**src/rtl/alu_rr_scheduler_if.sv**
```systemverilog
// Handshake bundle between two ALU requesters, the scheduler and the result consumer.
// Ports: req0_*/req1_* carry valid/ready plus ctrl, a and b for each requester;
//        rsp_* carry valid/ready plus the id, x and cout of the result.
// slave = scheduler side, master = requester/consumer side.
interface alu_rr_scheduler_if;
  logic       req0_valid;
  logic       req0_ready;
  logic [2:0] req0_ctrl;
  logic [3:0] req0_a;
  logic [3:0] req0_b;

  logic       req1_valid;
  logic       req1_ready;
  logic [2:0] req1_ctrl;
  logic [3:0] req1_a;
  logic [3:0] req1_b;

  logic       rsp_valid;
  logic       rsp_ready;
  logic       rsp_id;
  logic [3:0] rsp_x;
  logic       rsp_cout;

  modport slave (
    input  req0_valid, req0_ctrl, req0_a, req0_b,
    output req0_ready,
    input  req1_valid, req1_ctrl, req1_a, req1_b,
    output req1_ready,
    output rsp_valid, rsp_id, rsp_x, rsp_cout,
    input  rsp_ready
  );

  modport master (
    output req0_valid, req0_ctrl, req0_a, req0_b,
    input  req0_ready,
    output req1_valid, req1_ctrl, req1_a, req1_b,
    input  req1_ready,
    input  rsp_valid, rsp_id, rsp_x, rsp_cout,
    output rsp_ready
  );
endinterface

```
**src/rtl/alu_rr_scheduler.sv**
```systemverilog
// Round-robin scheduler sharing one 4-bit ALU between two valid/ready requesters.
// Latency: accept in cycle c, rsp_valid high from cycle c+2; accepts at least 3 cycles apart.
// Backpressure: result held in RESP until rsp_ready; no request is accepted outside IDLE.
// Ports: clk, rst (sync, active-high), bus (alu_rr_scheduler_if.slave), busy (high outside IDLE).

// 4-bit ALU: add/sub produce a 5-bit result whose bit 4 is carry (add) or borrow (sub).
module alu (
  input  logic [2:0] ctrl,
  input  logic [3:0] a,
  input  logic [3:0] b,
  output logic [3:0] x,
  output logic       cout
);
  logic [4:0] sum;
  logic [4:0] dif;

  assign sum = {1'b0, a} + {1'b0, b};
  assign dif = {1'b0, a} - {1'b0, b};

  always_comb begin
    x    = 4'd0;
    cout = 1'b0;
    case (ctrl)
      3'b000: begin x = sum[3:0]; cout = sum[4]; end
      3'b001: begin x = dif[3:0]; cout = dif[4]; end
      3'b010: x = a ^ b;
      3'b011: x = a | b;
      3'b100: x = a & b;
      3'b101: x = ~(a | b);
      3'b110: x = ~(a & b);
      3'b111: x = ~(a ^ b);
    endcase
  end
endmodule

module alu_rr_scheduler (
  input  logic                      clk,
  input  logic                      rst,
  alu_rr_scheduler_if.slave         bus,
  output logic                      busy
);
  typedef enum logic [1:0] {IDLE, EXEC, RESP} state_t;

  state_t     state;
  logic       last_grant;
  logic [2:0] op_ctrl;
  logic [3:0] op_a;
  logic [3:0] op_b;
  logic       op_id;

  logic       gnt0;
  logic       gnt1;
  logic [3:0] alu_x;
  logic       alu_cout;

  // Grant only in IDLE; on a tie the requester that did not win last time goes first.
  always_comb begin
    gnt0 = 1'b0;
    gnt1 = 1'b0;
    if (state == IDLE) begin
      if (bus.req0_valid && bus.req1_valid) begin
        gnt0 = last_grant;
        gnt1 = ~last_grant;
      end else begin
        gnt0 = bus.req0_valid;
        gnt1 = bus.req1_valid;
      end
    end
  end

  assign bus.req0_ready = gnt0;
  assign bus.req1_ready = gnt1;

  alu u_alu (
    .ctrl (op_ctrl),
    .a    (op_a),
    .b    (op_b),
    .x    (alu_x),
    .cout (alu_cout)
  );

  always_ff @(posedge clk) begin
    if (rst) begin
      state         <= IDLE;
      last_grant    <= 1'b1;
      op_ctrl       <= 3'd0;
      op_a          <= 4'd0;
      op_b          <= 4'd0;
      op_id         <= 1'b0;
      bus.rsp_valid <= 1'b0;
      bus.rsp_id    <= 1'b0;
      bus.rsp_x     <= 4'd0;
      bus.rsp_cout  <= 1'b0;
      busy          <= 1'b0;
    end else begin
      case (state)
        IDLE: begin
          if (gnt0 || gnt1) begin
            op_id   <= gnt1;
            op_ctrl <= gnt1 ? bus.req1_ctrl : bus.req0_ctrl;
            op_a    <= gnt1 ? bus.req1_a    : bus.req0_a;
            op_b    <= gnt1 ? bus.req1_b    : bus.req0_b;
            busy    <= 1'b1;
            state   <= EXEC;
          end
        end
        EXEC: begin
          bus.rsp_x     <= alu_x;
          // Carry/borrow only means something for add (000) and sub (001).
          bus.rsp_cout  <= (op_ctrl[2:1] == 2'b00) ? alu_cout : 1'b0;
          bus.rsp_id    <= op_id;
          bus.rsp_valid <= 1'b1;
          state         <= RESP;
        end
        RESP: begin
          if (bus.rsp_ready) begin
            bus.rsp_valid <= 1'b0;
            last_grant    <= bus.rsp_id;
            busy          <= 1'b0;
            state         <= IDLE;
          end
        end
        default: begin
          state <= IDLE;
          busy  <= 1'b0;
        end
      endcase
    end
  end
endmodule

```
**src/flat_wrapper.sv**
```systemverilog
// flat-port wrapper written by rule: the top's interface ports become plain ports
module alu_rr_scheduler_flat 
  (clk, rst, busy, bus_req0_valid, bus_req0_ctrl, bus_req0_a, bus_req0_b, bus_req0_ready, bus_req1_valid, bus_req1_ctrl, bus_req1_a, bus_req1_b, bus_req1_ready, bus_rsp_valid, bus_rsp_id, bus_rsp_x, bus_rsp_cout, bus_rsp_ready);
  alu_rr_scheduler_if bus_i ();
  input  logic clk;
  input  logic rst;
  output logic busy;
  input wire logic [$bits(bus_i.req0_valid)-1:0] bus_req0_valid;
  input wire logic [$bits(bus_i.req0_ctrl)-1:0] bus_req0_ctrl;
  input wire logic [$bits(bus_i.req0_a)-1:0] bus_req0_a;
  input wire logic [$bits(bus_i.req0_b)-1:0] bus_req0_b;
  output wire logic [$bits(bus_i.req0_ready)-1:0] bus_req0_ready;
  input wire logic [$bits(bus_i.req1_valid)-1:0] bus_req1_valid;
  input wire logic [$bits(bus_i.req1_ctrl)-1:0] bus_req1_ctrl;
  input wire logic [$bits(bus_i.req1_a)-1:0] bus_req1_a;
  input wire logic [$bits(bus_i.req1_b)-1:0] bus_req1_b;
  output wire logic [$bits(bus_i.req1_ready)-1:0] bus_req1_ready;
  output wire logic [$bits(bus_i.rsp_valid)-1:0] bus_rsp_valid;
  output wire logic [$bits(bus_i.rsp_id)-1:0] bus_rsp_id;
  output wire logic [$bits(bus_i.rsp_x)-1:0] bus_rsp_x;
  output wire logic [$bits(bus_i.rsp_cout)-1:0] bus_rsp_cout;
  input wire logic [$bits(bus_i.rsp_ready)-1:0] bus_rsp_ready;
  assign bus_i.req0_valid = bus_req0_valid;
  assign bus_i.req0_ctrl = bus_req0_ctrl;
  assign bus_i.req0_a = bus_req0_a;
  assign bus_i.req0_b = bus_req0_b;
  assign bus_req0_ready = bus_i.req0_ready;
  assign bus_i.req1_valid = bus_req1_valid;
  assign bus_i.req1_ctrl = bus_req1_ctrl;
  assign bus_i.req1_a = bus_req1_a;
  assign bus_i.req1_b = bus_req1_b;
  assign bus_req1_ready = bus_i.req1_ready;
  assign bus_rsp_valid = bus_i.rsp_valid;
  assign bus_rsp_id = bus_i.rsp_id;
  assign bus_rsp_x = bus_i.rsp_x;
  assign bus_rsp_cout = bus_i.rsp_cout;
  assign bus_i.rsp_ready = bus_rsp_ready;
  alu_rr_scheduler u_core (.clk(clk), .rst(rst), .bus(bus_i), .busy(busy));
endmodule
```
**config.mk**
```make
export PLATFORM = sky130hd
export DESIGN_NAME = alu_rr_scheduler_flat
export DESIGN_NICKNAME = d
export VERILOG_FILES = /design/src/rtl/alu_rr_scheduler_if.sv /design/src/rtl/alu_rr_scheduler.sv /design/src/flat_wrapper.sv
export SDC_FILE = /design/constraint.sdc
export NUM_CORES = 1
export LEC_CHECK = 0
export BUFFER_PORTS_ARGS = -buffer_cell sky130_fd_sc_hd__buf_2
export CELL_PAD_IN_SITES_DETAIL_PLACEMENT = 1
export CELL_PAD_IN_SITES_GLOBAL_PLACEMENT = 1
export CORE_MARGIN = 2
export CORE_UTILIZATION = 39
export DETAILED_ROUTE_END_ITERATION = 16
export HOLD_SLACK_MARGIN = 0.02
export PLACE_DENSITY_LB_ADDON = 0.25
export SYNTH_ARGS = -nofsm -noshare
export SYNTH_HDL_FRONTEND = slang
export SYNTH_SLANG_ARGS = --single-unit
```
**constraint.sdc**
```tcl
create_clock -name clk -period 1.95 [get_ports clk]
set_input_delay 0.195 -clock clk [delete_from_list [all_inputs] [get_ports clk]]
set_output_delay 0.195 -clock clk [all_outputs]
set_load 0.02 [all_outputs]
```
# After elaboration in Yosys (flattened, before gate mapping)
# Index checks and enable logic that the tools add are counted.
[word_totals] reg_bits=23 word_cells=60 output_inout_bits=10
[op_classes] reduce_logical=11 n_eq_ne=11 n_mux=17 n_bitwise=8 addsub=2
[ops] cell="4-bit case mux with 8 select lines" count=1
[ops] cell="3-bit == test, second input constant" count=4
[ops] cell="4-bit NOT" count=3
[ops] cell="4-bit 2-to-1 mux" count=2
[ops] cell="2-bit AND reduction" count=4
[ops] cell="1-bit 2-to-1 mux" count=7
[ops] cell="3-bit by 2-bit == test with 1-bit output, second input constant" count=2
[ops] cell="2-bit case mux with 3 select lines" count=1
[ops] cell="4-bit by 4-bit adder with 5-bit output" count=1
[ops] cell="4-bit by 4-bit subtractor with 5-bit output" count=1
[ops] cell="4-bit AND" count=1
[ops] cell="2-bit zero test" count=2
[ops] cell="2-bit 2-to-1 mux" count=2
[ops] cell="2-bit != test, second input constant" count=2
[ops] cell="4-bit OR" count=1
[ops] cell="1-bit case mux with 2 select lines" count=2
[ops] cell="4-bit XOR" count=1
[ops] cell="3-bit by 1-bit == test with 1-bit output, second input constant" count=1
[ops] cell="3-bit zero test" count=1
[ops] cell="3-bit 2-to-1 mux" count=1
[ops] cell="1-bit case mux with 3 select lines" count=1
[ops] cell="3-bit AND reduction" count=1
[ops] cell="2-bit by 1-bit == test with 1-bit output, second input constant" count=1
[ops] cell="2-bit == test, second input constant" count=1
[ops] cell="4 further kinds" count=5

# Longest topological paths before layout
# Gate-level depths: netlist of run 1.
[depth] depth_word=6 mapped_depth=7 depth_no_buf=7

# Hierarchy
# From an unflattened synthesis of run 1, not the netlist that was laid out.
[hier_totals] hier_cells=207 area_unflattened_um2=1690.4
[modules_own_cells] mod="alu_rr_scheduler" cells_per_inst=127 n_inst=1 seq_area_each_um2=460.4 area_per_inst_um2=1061.0
[modules_own_cells] mod="alu" cells_per_inst=80 n_inst=1 seq_area_each_um2=0.0 area_per_inst_um2=629.4

# Worst setup path after synthesis of run 1
# OpenSTA, ideal clock, no wires.
[synth_path] kind="register to register" start="register u_core.op_a[0]" end="register u_core.bus.rsp_x[1]" setup_slack_ps=199 arrival_ps=1682 path_buffers=0 path_stages_with_launch=7 synth_period_minus_slack_ps=1751 cell_sequence="dfxtp_1 inv_1 ha_1 fa_1 and2_1 mux4_2 o21ai_1"
[synth_between] elab_chain_len=2 elab_cells_between_ends=3
[synth_lines] item="from (decl)" line_no="alu_rr_scheduler.sv:47" rtl="logic [3:0] op_a;"
[synth_lines] item="from (signal assigned)" line_no="alu_rr_scheduler.sv:101" rtl="op_a <= gnt1 ? bus.req1_a : bus.req0_a;"
[synth_lines] item="4-bit by 4-bit subtractor with 5-bit output or 4-bit by 4-bit adder with 5-bit output (tied branches)" line_no="alu_rr_scheduler.sv:18, alu_rr_scheduler.sv:17"
[synth_lines] item="4-bit case mux with 8 select lines *" line_no="alu_rr_scheduler.sv:23" rtl="case (ctrl)"
[synth_lines] item="to (signal assigned)" line_no="alu_rr_scheduler.sv:108" rtl="bus.rsp_x <= alu_x;"
[synth_lines] item="to (decl)" line_no="alu_rr_scheduler_if.sv:29" rtl="output rsp_valid, rsp_id, rsp_x, rsp_cout,"
# Mark *: on every way between the ends. The rest lies on a longest branch, timed or not.
# A chain may end at the register's enable or synchronous reset.

# Final worst setup path of run 1
[layout_path] start="register u_core.op_b[0]" end="register u_core.bus.rsp_x[0]"
[layout_between] elab_chain_len=3 elab_cells_between_ends=9
[layout_lines] item="from (decl)" line_no="alu_rr_scheduler.sv:48" rtl="logic [3:0] op_b;"
[layout_lines] item="from (signal assigned)" line_no="alu_rr_scheduler.sv:102" rtl="op_b <= gnt1 ? bus.req1_b : bus.req0_b;"
[layout_lines] item="parallel branches: the longest is 2 deep, another holds 4-bit by 4-bit subtractor with 5-bit output"
[layout_lines] item="4-bit case mux with 8 select lines *" line_no="alu_rr_scheduler.sv:23"
# Mark *: on every way between the ends.

==> flow_summary.ini, run 1 <==
[setup_path]
cp_data_required_time_ps = 2080
worst_ep_arrival_time_ps = 2030
timing.rr.start = u_core.op_b[0]
crit_path_end_kind = flip-flop
crit_path_max_fanout = 4
critPathLaunchType = flip-flop
ff2ff_setup_slack_ps = 60
timing_worst_setup_path_type = reg -> reg
worstRegToRegCells = 6
reg2reg_to = u_core.bus.rsp_x[0]

[global_routing]
total_global_routing_overflow = 0
met3_usage_pct = 4.39
wire_length_of_the_first_global_routing_pass_um = 6700
grt_most_used_layer = met2
antenna_found_initial = 0
grt_util_met1_pct = 21.6
grt_start_max_net_pins = 25
gr-usage-met2_pct = 36.8
via_count_of_the_first_global_routing_pass = 1499
grt_usage_pct = 19.3

[cts]
cts.htree.levels = 1
cts_setup_buffers = 0
cts.path.max_buffers = 2
cts_tree = yes
cts.sink_count = 23
clock-root-buffer = sky130_fd_sc_hd__clkbuf_8
cts_made_buffers = 3
clk_pin_slew_ps = 80
clock_latency_ps = 260

[pwr]
internal-power_uw = 854
switching_share_pct = 33.6
p_per_area_nw_per_um2 = 701
power.clock.fraction_pct = 22.3
ir_drop_uv = 401
total_power_uw = 1290
power.sequential.fraction_pct = 43.6
comb_power_share_pct = 34.1
static-leakage-power_uw = 0.000765
netSwitchingPower_uw = 433

[logic_synthesis]
net_count_synth = 220
area_fraction_of_the_dominant_cell_type_after_synthesis_pct = 29.7
average_instance_area_after_synthesis_um2 = 8.65
leading_register_cell_type_out_of_synthesis = sky130_fd_sc_hd__dfxtp_1
synth.lib_cells_used.distinct = 47
yosys_warnings = 0
yosysSeqAreaShare_pct = 29.7
synthesis_stage_register_bit_count = 23
mappedNetlistArea_um2 = 1550
synthesis.instances = 179
synth_enable_flop_cells = 0
largest_area_contributor_in_the_synthesized_netlist = sky130_fd_sc_hd__dfxtp_1
share_of_flip_flops_with_an_asynchronous_set_or_reset_pct = 0
cell_types_with_the_largest_area_share_after_synthesis = sky130_fd_sc_hd__dfxtp_1 30%, sky130_fd_sc_hd__ha_1 9.7%, sky130_fd_sc_hd__a21oi_1 6.1%

[final_layout]
finish.net_count = 257
multiInputGateArea_um2 = 998
drive_gt1_share_pct = 27.4
utilization_pct = 49.1
antenna_cells = 0
layout-area-overhead-vs-synth_pct = 18.6
fin_cells = 263
num-fill-cells = 475
sequential_cell_area_um2 = 463

[detailed_routing]
detail_route.wl_per_cell_um = 15.1
dr_total_vias = 1398
drt_pre_antenna_iters = 4
drc_errors_left = 0
drt_iter0_drc = 39
detail_route.vias_per_cell = 5.32
detail-route-antenna-nets = 0
detail_route.wirelength_um = 3960

[timing]
time_the_final_worst_path_needs_with_i_o_delays_and_setup_ps = 1890
finalCritPeriodShare_pct = 96.9
timing.final.ws_setup_ps = 59.5
finalHoldViolCount = 0
worst_pin_slew_ps = 593
final-max-slew-violation-count = 0
clock_skew_ps = 0.999
fmax_mhz = 529
max_slew_margin_pct = 60.4
setup-violations-final = 0

[hold_path]
timing.hold.worst.class = in -> reg
holdCritStartpoint = bus_req0_a[1]
whs_path_depth = 3
min_delay_worst_endpoint = u_core.op_a[1]

[floorplanning]
core_um2 = 3740
row_count = 22
design.portCount = 37
total_die_area_um2 = 4490
chipWidth_um = 67.0
die_height_um = 67.0
floorplan.initialDensity_pct = 41.4

[run]
maxCapViolations = 0

[place]
portBuffers = 36
gp_congestion = 0.869
worst_slack_after_detailed_placement_ps = 51.7
place_hpwl_um = 3140
post-place-cells = 259

[outcome]
run_status = completed
-- worst max-delay path by stage --
stage,start,cells after the start,end,slack (ps)
after floorplan,u_core.op_a[0],6,u_core.bus.rsp_x[1],200
after global placement,u_core.op_b[0],7,u_core.bus.rsp_x[2],150
after detailed placement,u_core.op_b[0],7,u_core.bus.rsp_x[2],50
after CTS,u_core.op_b[0],7,u_core.bus.rsp_x[2],30
after global routing,u_core.op_ctrl[0],4,u_core.bus.rsp_x[0],-8
final,u_core.op_b[0],6,u_core.bus.rsp_x[0],60
-- registers in the layout (all words and copies together), names as in the netlist --
signal                flops
u_core.bus.rsp_x          4
u_core.op_ctrl            3
u_core.op_id              1
u_core.op_a               4
u_core.bus.rsp_valid      1
u_core.state              2
u_core.last_grant         1
u_core.op_b               4
u_core.bus.rsp_cout       1
u_core.bus.rsp_id         1
u_core.busy               1
-- critical path, stage by stage (launching register included) --
cell,delay [ps]
sky130_fd_sc_hd__dfxtp_2,380
sky130_fd_sc_hd__inv_1,60
sky130_fd_sc_hd__ha_1,340
sky130_fd_sc_hd__mux2i_1,110
sky130_fd_sc_hd__mux4_2,510
sky130_fd_sc_hd__a211oi_1,270
sky130_fd_sc_hd__nor3_1,90
-- cells by family (layout without fill, tap and decap cells) --
kind of cell             after synthesis  count (layout)  share of synthesized area [%]
flip-flops                            23              23                           29.7
adder cells (fa/ha/maj)               14              14                           12.3
AND/OR/NAND/NOR                       60              60                           20.8
XOR/XNOR                               2               2                           1.13
AO/OA/AOI/OAI                         51              51                           22.5
multiplexers                           7               7                           6.46
buffers and inverters                 22              58                           7.11
-- cells in the final DEF (no fill, tap or decap), types with 5 or more instances in the layout --
| cell | instances |
|---|---|
| sky130_fd_sc_hd__dfxtp_1 | 21 |
| sky130_fd_sc_hd__nor2_1 | 10 |
| sky130_fd_sc_hd__buf_2 | 36 |
| sky130_fd_sc_hd__ha_1 | 10 |
| sky130_fd_sc_hd__a22oi_1 | 11 |
| sky130_fd_sc_hd__nand2_1 | 19 |
| sky130_fd_sc_hd__inv_1 | 12 |
| sky130_fd_sc_hd__nor2b_1 | 5 |
| sky130_fd_sc_hd__a21oi_1 | 19 |
| sky130_fd_sc_hd__buf_4 | 6 |
| sky130_fd_sc_hd__nand2b_1 | 5 |
-- synthesized netlist by cell type (2+ instances only) --
cell	count
sky130_fd_sc_hd__o31ai_1	3
sky130_fd_sc_hd__nor3_1	4
sky130_fd_sc_hd__o21a_1	2
sky130_fd_sc_hd__a22oi_1	11
sky130_fd_sc_hd__nand2_1	19
sky130_fd_sc_hd__buf_2	4
sky130_fd_sc_hd__o21ai_0	3
sky130_fd_sc_hd__nor2b_1	5
sky130_fd_sc_hd__nand3b_1	4
sky130_fd_sc_hd__mux4_2	2
sky130_fd_sc_hd__nand2b_1	5
sky130_fd_sc_hd__fa_1	2
sky130_fd_sc_hd__mux2i_1	4
sky130_fd_sc_hd__inv_1	12
sky130_fd_sc_hd__a21oi_1	19
sky130_fd_sc_hd__nor2_1	10
sky130_fd_sc_hd__clkbuf_1	3
sky130_fd_sc_hd__buf_6	3
sky130_fd_sc_hd__ha_1	12
sky130_fd_sc_hd__o21ai_1	2
sky130_fd_sc_hd__nand3_1	2
sky130_fd_sc_hd__dfxtp_1	23
-- per-stage QoR --
| step | cell area, µm² | hold WS (ps) | setup TNS, ps |
|---|---|---|---|
| floorplan | 1550 | 296 | 0 |
| global placement | 1770 | 441 | 0 |
| detailed placement | 1770 | 462 | 0 |
| CTS | 1810 | 209 | 0 |
| global route | 1840 | 208 | -8.36 |
| finish | 1840 | 212 | 0 |
-- layer usage --
layer,up-vias,wire length [µm]
li1,708,-
met1,654,1670
met2,32,2090
met3,4,168
met4,0,34
met5,-,0
-- layout make-up --
cell class              instances  share of cell area, %
clock buffers                   4                   2.45
repair buffers                 42                   12.3
multi-input cells             134                   54.4
inverters                      12                   2.45
flip-flops and latches         23                   25.2
well taps                      48                   3.27
-- timing repair --
action	4_1_cts	5_1_grt
endpoints found under the setup margin	0	4
hold buffers	0	0
gates resized for setup	0	6
-- power groups by stage --
stage	Sequential [µW]	Combinational, µW	Clock (µW)
2_1_floorplan	568	305	0
3_3_place_gp	566	410	0
3_5_place_dp	569	431	0
4_1_cts	558	435	299
5_1_grt	568	491	316
6_report	561	439	287
No activity file was read; power rests on OpenSTA's default activity.
==> run 2, diff against run 1 <==
--- a/config.mk
+++ b/config.mk
@@ -8,11 +8,13 @@
 export BUFFER_PORTS_ARGS = -buffer_cell sky130_fd_sc_hd__buf_2
 export CELL_PAD_IN_SITES_DETAIL_PLACEMENT = 1
 export CELL_PAD_IN_SITES_GLOBAL_PLACEMENT = 1
+export CORE_ASPECT_RATIO = 0.75
 export CORE_MARGIN = 2
 export CORE_UTILIZATION = 39
 export DETAILED_ROUTE_END_ITERATION = 16
 export HOLD_SLACK_MARGIN = 0.02
-export PLACE_DENSITY_LB_ADDON = 0.25
+export PLACE_DENSITY = 0.76
+export SKIP_LAST_GASP = 1
 export SYNTH_ARGS = -nofsm -noshare
 export SYNTH_HDL_FRONTEND = slang
 export SYNTH_SLANG_ARGS = --single-unit
==> run 2 against run 1 <==
Net effect: die area is 0.12% higher; core utilization increased by 0.18 points; first-iteration DRC count grew 97%; worst hold slack got worse by 15 ps; largest power group unchanged; combinational power about the same; cell count increased by 1.9%.
==> flow_summary.ini, run 2 (synthesis gave the netlist of run 1 again) <==
[outcome]
run_status = completed

[floorplanning]
floorplan.initialDensity_pct = 41.5
die_height_um = 58.6
design.portCount = 37
core_um2 = 3730
total_die_area_um2 = 4500
row_count = 19
chipWidth_um = 76.8

[final_layout]
largest_registers = u_core.bus.rsp_x x4, u_core.op_a x4, u_core.op_b x4
utilization_pct = 49.2
multiInputGateArea_um2 = 986
final_common_cell = sky130_fd_sc_hd__buf_2
antenna_cells = 0
drive_gt1_share_pct = 27.8
layout-area-overhead-vs-synth_pct = 18.7
finish.net_count = 258
layout.cells.most_common_list = 36 x sky130_fd_sc_hd__buf_2, 20 x sky130_fd_sc_hd__dfxtp_1, 19 x sky130_fd_sc_hd__nand2_1, 19 x sky130_fd_sc_hd__a21oi_1, 12 x sky130_fd_sc_hd__inv_1
sequential_cell_area_um2 = 464
fin_cells = 268
num-fill-cells = 480

[setup_path]
slowest_stage = sky130_fd_sc_hd__mux4_2
worst_path_dominant_cell_family = adder cells
critical_path.n_buffers_inverters = 1
crit_path_end_kind = flip-flop
worst_ep_arrival_time_ps = 2100
crit_path_max_fanout = 3
critical_path.max_stage_delay_ps = 450
critPathLaunchType = flip-flop
crit_chain = inv_1, ha_1, fa_1, and2_1, mux4_2, o21ai_1
cp_data_required_time_ps = 2150
timing_worst_setup_path_type = reg -> reg

[detailed_routing]
detail_route.vias_per_cell = 5.37
detail_route.wl_per_cell_um = 15.4
drt_pre_antenna_iters = 4
drt_iter0_drc = 77
dr_total_vias = 1439
drc_errors_left = 0
detail_route.wirelength_um = 4140
detail-route-antenna-nets = 0

[pwr]
ir_drop_uv = 359
comb_power_share_pct = 33.6
power.sequential.fraction_pct = 43.4
static-leakage-power_uw = 0.000772
total_power_uw = 1300
p_per_area_nw_per_um2 = 709
internal-power_uw = 855
netSwitchingPower_uw = 447
power.clock.fraction_pct = 23.0
switching_share_pct = 34.3

[cts]
cts_tree = yes
clk_pin_slew_ps = 80
cts.htree.levels = 1
cts.path.max_buffers = 2
clock-root-buffer = sky130_fd_sc_hd__clkbuf_8
cts_setup_buffers = 0
clock_latency_ps = 270
cts_made_buffers = 3
cts.sink_count = 23

[global_routing]
via_count_of_the_first_global_routing_pass = 1535
grt_start_max_net_pins = 25
wire_length_of_the_first_global_routing_pass_um = 7180
total_global_routing_overflow = 0
antenna_found_initial = 0
grt_usage_pct = 20.2

[timing]
finalCritPeriodShare_pct = 97.4
setup-violations-final = 0
worst_pin_slew_ps = 525
finalHoldViolCount = 0
final-max-slew-violation-count = 0
max_slew_margin_pct = 65.0
rsz_0062_raised_after_global_routing = yes
fmax_mhz = 526
clock_skew_ps = 4.41
time_the_final_worst_path_needs_with_i_o_delays_and_setup_ps = 1900
timing.setup.tns_ps = 0
timing.final.ws_setup_ps = 49.8

[place]
portBuffers = 36
place_hpwl_um = 3260
post-place-cells = 264
worst_slack_after_detailed_placement_ps = 52.0
gp_congestion = 0.908

[hold_path]
timing.hold.worst.class = in -> reg

[run]
maxCapViolations = 0
run 2: changes by cell type in the layout (fill, tap and decap cells not counted), sizes merged:
| cell | previous run | this run |
|---|---|---|
| buf | 42 | 43 |
run 2: per-stage QoR:
| step | cell area, µm² | hold slack, ps |
|---|---|---|
| 5_1_grt | 1840 | 219 |
| 2_1_floorplan | 1550 | 296 |
| 6_report | 1840 | 197 |
| 4_1_cts | 1830 | 196 |
| 3_5_place_dp | 1780 | 451 |
| 3_3_place_gp | 1780 | 443 |
run 2: per-layer routing:
layer  up-vias  global-route usage [%]  part of all wire [%]
met5         -                       0                     0
met4         0                    7.27                   2.2
met3        10                    5.37                   5.7
met2        50                    34.2                    46
met1       672                    25.2                    46
li1        707                       -                     -
run 2: worst paths after layout:
kind / start / end / slack [ps] / depth (start not counted)
max: u_core.op_a[0] / u_core.bus.rsp_x[1] / 50 / 6
min: bus_req0_ctrl[2] / u_core.op_ctrl[2] / 200 / 3
max reg2reg: u_core.op_a[0] / u_core.bus.rsp_x[1] / 50 / 6
min reg2reg: u_core.busy / u_core.busy / 460 / 2
run 2: worst reg2reg max path, cell delays in order (launching register included):
cell                      delay (ps)
sky130_fd_sc_hd__dfxtp_2         350
sky130_fd_sc_hd__inv_1            60
sky130_fd_sc_hd__ha_1            220
sky130_fd_sc_hd__fa_1            430
sky130_fd_sc_hd__and2_1          170
sky130_fd_sc_hd__mux4_2          450
sky130_fd_sc_hd__o21ai_1         150
run 2: power groups by stage:
| stage | registers (µW) | logic (µW) | clock network (µW) |
|---|---|---|---|
| after floorplan | 568 | 305 | 0 |
| after global placement | 569 | 414 | 0 |
| after detailed placement | 574 | 432 | 0 |
| after CTS | 563 | 435 | 311 |
| after global routing | 574 | 488 | 330 |
| final | 565 | 438 | 300 |
run 2: cell type report:
| type | instances | area share (%) |
|---|---|---|
| clock buffers | 4 | 2.45 |
| inverters | 12 | 2.45 |
| repair buffers | 43 | 12.7 |
| multi-input cells | 134 | 53.6 |
| flip-flops and latches | 23 | 25.3 |
| well taps | 52 | 3.54 |
run 2: repair_timing:
action                                  in CTS  in global routing
endpoints found under the setup margin       0                  5
gates resized for setup                      0                  5
hold buffers                                 0                  0
==> run 3, diff against run 2 <==
--- a/config.mk
+++ b/config.mk
@@ -6,14 +6,12 @@
 export NUM_CORES = 1
 export LEC_CHECK = 0
 export BUFFER_PORTS_ARGS = -buffer_cell sky130_fd_sc_hd__buf_2
-export CELL_PAD_IN_SITES_DETAIL_PLACEMENT = 1
-export CELL_PAD_IN_SITES_GLOBAL_PLACEMENT = 1
 export CORE_ASPECT_RATIO = 0.75
 export CORE_MARGIN = 2
-export CORE_UTILIZATION = 39
+export CORE_UTILIZATION = 50
 export DETAILED_ROUTE_END_ITERATION = 16
 export HOLD_SLACK_MARGIN = 0.02
-export PLACE_DENSITY = 0.76
+export PLACE_DENSITY = 0.72
 export SKIP_LAST_GASP = 1
 export SYNTH_ARGS = -nofsm -noshare
 export SYNTH_HDL_FRONTEND = slang
==> run 3 against run 2 <==
Net effect: non-clock buffer count down 2; largest power group unchanged; combinational power down 4%; sequential power barely moved; design area decreased by 1.8%; critical path type unchanged; core utilization rose by 12 points; die area is 21% lower; critical endpoint is now u_core.bus.rsp_x[2].
==> flow_summary.ini, run 3 (synthesis gave the netlist of run 1 again) <==
[outcome]
run_status = completed

[pwr]
switching_share_pct = 34.5
internal-power_uw = 850
power.sequential.fraction_pct = 43.5
netSwitchingPower_uw = 448
total_power_uw = 1300
ir_drop_uv = 356
static-leakage-power_uw = 0.000761
p_per_area_nw_per_um2 = 719
power.clock.fraction_pct = 24.0
comb_power_share_pct = 32.5

[timing]
time_the_final_worst_path_needs_with_i_o_delays_and_setup_ps = 1900
finalCritPeriodShare_pct = 97.6
final-max-slew-violation-count = 0
timing.setup.tns_ps = 0
setup-violations-final = 0
fmax_mhz = 525
worst_pin_slew_ps = 600
clock_skew_ps = 2.50
rsz_0062_raised_after_global_routing = yes
finalHoldViolCount = 0
max_slew_margin_pct = 60.0

[global_routing]
grt_usage_pct = 22.3
grt_start_max_net_pins = 25
wire_length_of_the_first_global_routing_pass_um = 5870
total_global_routing_overflow = 0
antenna_found_initial = 0
via_count_of_the_first_global_routing_pass = 1285

[setup_path]
crit_path_max_fanout = 4
critPathLaunchType = flip-flop
timing.rr.start = u_core.op_b[0]
crit_path_end_kind = flip-flop
cp_data_required_time_ps = 2120
worst_setup_path_startpoint = u_core.op_b[0]
timing_worst_setup_path_type = reg -> reg
worst_ep_arrival_time_ps = 2070

[run]
maxCapViolations = 0

[place]
portBuffers = 36
cell_area_reported_after_detailed_placement_um2 = 1750
gp_congestion = 0.877
post-place-cells = 248
place_hpwl_um = 2750

[final_layout]
design_area_um2 = 1800
layout.cells.most_common_list = 36 x sky130_fd_sc_hd__buf_2, 22 x sky130_fd_sc_hd__dfxtp_1, 19 x sky130_fd_sc_hd__nand2_1, 19 x sky130_fd_sc_hd__a21oi_1
layout-area-overhead-vs-synth_pct = 16.5
finish.net_count = 256
final_common_cell = sky130_fd_sc_hd__buf_2
num-fill-cells = 276
largest_registers = u_core.bus.rsp_x x4, u_core.op_a x4, u_core.op_b x4
fin_cells = 252
drive_gt1_share_pct = 26.2
antenna_cells = 0

[cts]
cts.hold.buffers_added = 0
cts_setup_buffers = 0
cts_tree = yes
clk_pin_slew_ps = 90
cts.path.max_buffers = 2
cts.sink_count = 23
clock_latency_ps = 270
cts.htree.levels = 1
clock-root-buffer = sky130_fd_sc_hd__clkbuf_8
cts_made_buffers = 3

[detailed_routing]
drt_pre_antenna_iters = 4
drc_errors_left = 0
detail_route.vias_per_cell = 5.69
detail-route-antenna-nets = 0
drt_iter0_drc = 120
detail_route.wl_per_cell_um = 14.0
dr_total_vias = 1435
detail_route.wirelength_um = 3530

[floorplanning]
design.portCount = 37
die_height_um = 52.2
row_count = 17
floorplan.initialDensity_pct = 52.4
core_um2 = 2960
total_die_area_um2 = 3560
chipWidth_um = 68.3

[hold_path]
timing.hold.worst.class = in -> reg
holdCritStartpoint = bus_req0_b[3]
## run 3: worst paths after layout
kind | end | slack, ps | cells after the start
hold / removal | u_core.op_b[3] | 190 | 3
setup / recovery | u_core.bus.rsp_x[2] | 50 | 7
setup reg to reg | u_core.bus.rsp_x[2] | 50 | 7
hold reg to reg | u_core.busy | 470 | 2
## run 3: worst max-delay path, cell delays in order, from the launching register on
cell                       delay (ps)
sky130_fd_sc_hd__dfxtp_1          380
sky130_fd_sc_hd__ha_1             220
sky130_fd_sc_hd__inv_1             80
sky130_fd_sc_hd__fa_1             470
sky130_fd_sc_hd__xnor2_1          150
sky130_fd_sc_hd__a32oi_1          160
sky130_fd_sc_hd__o311ai_1         130
sky130_fd_sc_hd__o21a_1           200
## run 3: per-stage QoR
| stage | utilization (%) | hold WS (ps) | setup slack [ps] |
|---|---|---|---|
| after floorplan | - | 296 | 199 |
| after global placement | 59.2 | 442 | 153 |
| after detailed placement | 59.2 | 466 | 63.7 |
| after CTS | 60.8 | 195 | 48.3 |
| after global routing | 61.0 | 208 | -25.9 |
| final | 61.0 | 192 | 46.0 |
## run 3: cell type report
class	count	area (µm²)	share of cell area, %
clock inverter	1	7.51	0.416
timing repair buffer	41	218	12.1
inverter	12	45.0	2.50
tap	38	47.5	2.64
clock buffer	3	41.3	2.29
multi-input combinational	134	983	54.5
sequential	23	462	25.6
## run 3: metal layers
layer / track usage (%) / share of wire [%] / up-vias
met4: 5.00 / 0.91 / 0
met2: 35.3 / 45 / 61
met1: 30.2 / 47 / 667
met5: 0 / 0 / -
met3: 6.02 / 7.6 / 5
li1: - / - / 702
## run 3: what timing repair did
action                                  in CTS  in global routing
endpoints found under the setup margin       0                  3
hold endpoints to repair                     0                  0
gates resized for setup                      0                  2
## run 3: power groups by stage
stage | Sequential (µW) | Combinational [µW] | Clock, µW
detailed placement | 575 | 414 | 0
finish | 565 | 422 | 311
global placement | 571 | 397 | 0
global route | 575 | 464 | 330
CTS | 564 | 415 | 313
floorplan | 568 | 305 | 0
